**config.mk**
```make
export PLATFORM = sky130hd
export DESIGN_NAME = noc_packetizer
export DESIGN_NICKNAME = d
export VERILOG_FILES = /design/src/rtl/noc_packetizer.sv
export SDC_FILE = /design/constraint.sdc
export NUM_CORES = 1
export LEC_CHECK = 0
export ABC_AREA = 1
export CAP_MARGIN = 20
export CELL_PAD_IN_SITES_DETAIL_PLACEMENT = 1
export CELL_PAD_IN_SITES_GLOBAL_PLACEMENT = 2
export CORE_MARGIN = 8
export CORE_UTILIZATION = 41
export DETAILED_ROUTE_END_ITERATION = 12
export PLACE_DENSITY = 0.91
export SYNTH_ARGS = -nofsm -noshare
export SYNTH_HDL_FRONTEND = slang
export SYNTH_SLANG_ARGS = --single-unit
```
**constraint.sdc**
```tcl
create_clock -name clk -period 10.08 [get_ports clk]
set_input_delay 2.016 -clock clk [delete_from_list [all_inputs] [get_ports clk]]
set_output_delay 2.016 -clock clk [all_outputs]
set_load 0.02 [all_outputs]
```
**src/rtl/noc_packetizer.sv**
```systemverilog
// noc_packetizer: packs a byte stream into 47-bit NoC packets {sel, dest, SRC_ADDR, data[39:0]} queued in a FIFO.
// Define NOC_PKT_CNT_EN to add the saturating pkt_cnt output counting popped packets.
module noc_packetizer #(
  parameter logic [2:0] SRC_ADDR = 3'b110,
  parameter int DEPTH = 4
) (
  input  logic        clk,
  input  logic        rst,
  input  logic        in_valid,
  output logic        in_ready,
  input  logic [7:0]  in_data,
  input  logic        in_last,
  input  logic [2:0]  in_dest,
  input  logic        in_sel,
  output logic        out_valid,
  input  logic        out_ready,
  output logic [46:0] out_packet,
  output logic        busy
`ifdef NOC_PKT_CNT_EN
  , output logic [15:0] pkt_cnt
`endif
);
  localparam int AW = $clog2(DEPTH);
  typedef enum logic {IDLE, FILL} state_t;
  state_t state, state_n;
  logic [2:0] idx, idx_n, dest_q, dest_n;
  logic sel_q, sel_n, hs, close, pop;
  logic [39:0] acc, data_n;
  logic [5:0] sh;
  logic [46:0] mem [DEPTH];
  logic [AW-1:0] wp, rp;
  logic [AW:0] count, count_n;
  assign in_ready = ~rst & (count != (AW+1)'(DEPTH));
  assign out_valid = count != '0;
  assign out_packet = out_valid ? mem[rp] : '0;
  assign hs = in_valid & in_ready;
  assign pop = out_valid & out_ready;
  assign sh = {3'd4 - idx, 3'b000};
  // Byte 0 takes its header straight from the inputs; later bytes reuse the latched header.
  always_comb begin
    dest_n = state == IDLE ? in_dest : dest_q;
    sel_n = state == IDLE ? in_sel : sel_q;
    data_n = (state == IDLE ? 40'd0 : acc) | (40'(in_data) << sh);
    close = hs & (in_last | idx == 3'd4);
    state_n = hs ? (close ? IDLE : FILL) : state;
    idx_n = hs ? (close ? 3'd0 : idx + 3'd1) : idx;
    count_n = count + (AW+1)'(close) - (AW+1)'(pop);
  end
  always_ff @(posedge clk) begin
    if (rst) begin
      state <= IDLE;
      idx <= '0;
      acc <= '0;
      dest_q <= '0;
      sel_q <= 1'b0;
      wp <= '0;
      rp <= '0;
      count <= '0;
      busy <= 1'b0;
    end else begin
      state <= state_n;
      idx <= idx_n;
      count <= count_n;
      busy <= state_n != IDLE || count_n != '0;
      if (hs) begin
        acc <= data_n;
        dest_q <= dest_n;
        sel_q <= sel_n;
      end
      if (close) wp <= wp + 1'b1;
      if (pop) rp <= rp + 1'b1;
    end
  end
  always_ff @(posedge clk)
    if (close) mem[wp] <= {sel_n, dest_n, SRC_ADDR, data_n};
`ifdef NOC_PKT_CNT_EN
  always_ff @(posedge clk)
    if (rst) pkt_cnt <= '0;
    else if (pop && pkt_cnt != 16'hFFFF) pkt_cnt <= pkt_cnt + 16'd1;
`endif
endmodule

```
==> reports/metrics.cfg <==
[pwr]
vdd_ir_drop_max_mv = 0.143
p_per_area_mw_per_mm2 = 252
post-layout-total-power_mw = 2.89
power_leakage_nw = 4.27

[logic_synthesis]
synth_largest_area_cell = sky130_fd_sc_hd__edfxtp_1
synth_seq_area_share_pct = 65.1
synthCells = 982
avgSynthCellArea_um2 = 10.1
synth_top_cells_by_area = sky130_fd_sc_hd__edfxtp_1 53%, sky130_fd_sc_hd__dfxtp_1 12%, sky130_fd_sc_hd__nor2_1 10%, sky130_fd_sc_hd__nand2_1 5.0%, sky130_fd_sc_hd__o21ai_0 3.8%
synth.yosys.warnings = 0
postSynthNetCount = 1009
syn-cell-area_mm2 = 0.00989
yosys_register_bits = 234
synth_top_cell_area_share_pct = 53.4
synth_cell_type_count = 29

[route]
drtPass1Iterations = 5
drt-initial-drc-count = 451
routed-via-count = 6991
drt-wirelength-per-cell_um = 18.3
drcViolationCount = 0
route.final.wire_length_um = 24900
via_per_inst = 5.13
drt.antenna.violating_nets = 0

[clocking]
ctsHtreeMaxLevel = 1
total_of_cells_resized_after_clock_tree_synthesis = 0
tritoncts = yes
cts_made_buffers = 25
post_cts_buffers = 0
clk-insertion-delay-late_ns = 0.52
clock_transition_at_the_register_clock_pins_on_the_worst_setup_and_hold_paths_after_cts_ns = 0.06
clock_tree.root_cell = sky130_fd_sc_hd__clkbuf_16
cts_hold_bufs = 0
clock_sink_count = 234
clk_path_buf_depth = 3

[sta]
timing.slew.headroom_pct = 30.8
final-max-slew-violation-count = 0
rsz0062_at_grt = false
final.period_utilization_pct = 57.4
setup_viol_count_final = 0
worst-slew-pin-transition_ns = 1.04
clock_skew_ns = 0.0160
max_clock_freq_ghz = 0.173
period_minus_slack_ns = 5.79
finalHoldViolations = 0
final.setup.tns_ns = 0

[critical_path]
cp-end-kind = output port
path_max_fanout = 7
cp_slowest_cell = sky130_fd_sc_hd__clkdlybuf4s50_1
critical_path_class = in2out
timing.critical_path.arrival_ns = 3.77
crit_path_max_incr_delay_ns = 0.71
setup.worst_path.start_class = primary input
critical_path.cell_chain = clkdlybuf4s50_1 > a21oi_1 > clkdlybuf4s50_1
worst_path_most_repeated_cell = sky130_fd_sc_hd__clkdlybuf4s50_1
cp.required_ns = 8.06

[layout]
multi_input_comb_area_mm2 = 0.00285
antennaDiodeCount = 0
layout.cells.most_common = sky130_fd_sc_hd__nor2_1
areaGrowthSynthToFinish_pct = 15.6
final_net_count = 1049
seqCellArea_mm2 = 0.00645
layout_common_cells = 266 x sky130_fd_sc_hd__nor2_1, 176 x sky130_fd_sc_hd__edfxtp_1, 131 x sky130_fd_sc_hd__nand2_1, 75 x sky130_fd_sc_hd__o21ai_0, 65 x sky130_fd_sc_hd__clkdlybuf4s50_1
drive_gt1_share_pct = 6.25
number_of_fillers_in_the_final_layout = 2677

[global_routing]
antenna_found_initial = 0
grt_pass1_vias = 7399
first_pass_grt_wire_length_um = 39600
grt_use_total_pct = 17.2
grt_start_max_net_pins = 89
grt_overflow = 0

[placed_design]
port_buffers = 65
place.gp.congestion = 0.738
hpwl_um = 14600

[die]
placementRows = 57
num_io_pins = 67
core-area_mm2 = 0.0240
floorplan.die_area_mm2 = 0.0294
floorplan.initialDensity_pct = 41.2
fp.dieH_um = 171
die_x_um = 171

[job]
timing.max_cap.violations = 0

[status]
run_status = finished, final reports clean

[worst_hold_path]
worstHoldPathType = reg2reg

## sequential cells by signal, summed over array words and instances (netlist names), named ones only
| signal | cells |
|---|---|
| count | 3 |
| idx | 3 |
| sel_q | 1 |
| dest_q | 3 |
| acc | 40 |
| state | 1 |
| mem | 176 |
| rp | 2 |
| wp | 2 |
| busy | 1 |
## cell type report
cell class,instances,share of cell area (%)
sequential,234,56.4
multi-input combinational,620,24.9
timing repair buffer,73,6.21
clock buffer,33,5.73
tap,324,3.54
inverter,68,2.30
clock inverter,12,0.908
## report_power, final
part | total, mW | internal, mW | switching (mW)
clock network | 0.857 | 0.505 | 0.352
logic | 0.897 | 0.310 | 0.587
registers | 1.13 | 1.11 | 0.0223
## logic make-up (layout without fill, tap and decap cells)
| family | after synthesis | in the layout | synth area share (%) |
|---|---|---|---|
| compound gates | 181 | 181 | 10.1 |
| buf+inv | 128 | 186 | 6.31 |
| xor+xnor | 2 | 2 | 0.177 |
| fa+ha+maj | 10 | 10 | 1.34 |
| flops | 234 | 234 | 65.1 |
| other cells | 1 | 1 | 0.0379 |
| simple gates | 426 | 426 | 16.9 |
## worst max-delay path: cells and delay by family
family / cells / cell delay, ns
compound gates: 1 / 0.48
buf+inv: 2 / 1.27
## routing by layer
layer  global-route usage (%)  part of all wire [%]
met5                        0                     0
met4                     4.27                   1.5
met3                     2.64                   3.9
met2                     31.1                    50
met1                     21.2                    45
## cells in the mapped netlist
library cell and count:
sky130_fd_sc_hd__xor2_1 2, sky130_fd_sc_hd__nor2_1 270, sky130_fd_sc_hd__inv_1 60, sky130_fd_sc_hd__nor2_2 1
sky130_fd_sc_hd__o21ai_1 15, sky130_fd_sc_hd__inv_4 1, sky130_fd_sc_hd__clkbuf_2 2, sky130_fd_sc_hd__nand2_4 1
sky130_fd_sc_hd__buf_4 6, sky130_fd_sc_hd__inv_2 6, sky130_fd_sc_hd__o21ai_0 75, sky130_fd_sc_hd__nand3_4 2
sky130_fd_sc_hd__buf_2 29, sky130_fd_sc_hd__clkinv_4 1, sky130_fd_sc_hd__dfxtp_1 58, sky130_fd_sc_hd__ha_1 9
sky130_fd_sc_hd__nand3_1 16, sky130_fd_sc_hd__fa_1 1, sky130_fd_sc_hd__edfxtp_1 176, sky130_fd_sc_hd__nand2_2 1
sky130_fd_sc_hd__a21oi_1 51, sky130_fd_sc_hd__nand2_1 131, sky130_fd_sc_hd__conb_1 1, sky130_fd_sc_hd__buf_6 10
sky130_fd_sc_hd__clkbuf_1 13, sky130_fd_sc_hd__nand4_1 3, sky130_fd_sc_hd__o22ai_1 33, sky130_fd_sc_hd__o22ai_2 7
sky130_fd_sc_hd__nand3b_1 1
## path summary, 6_finish.rpt
check | start | endpoint | slack, ns | cells after the start
worst max-delay path | rst | in_ready | 4.29 | 3
worst min-delay path | dest_q[0] | dest_q[0] | 0.47 | 2
worst max register to register | idx[0] | mem[1][34] | 6.51 | 8
worst min register to register | dest_q[0] | dest_q[0] | 0.47 | 2
## metrics by stage
stage	setup slack (ns)	hold WS [ns]	instances	util, %	instance area [um2]
finish	4.29	0.471	1364	47.6	11400
global route	4.12	0.496	1364	47.6	11400
CTS	4.28	0.475	1364	47.6	11400
detailed placement	4.29	0.467	1319	44.4	10700
global placement	4.34	0.456	1319	44.4	10700
floorplan	5.25	0.443	982	-	9890
Note: power is estimated with default switching activity, not from simulation.
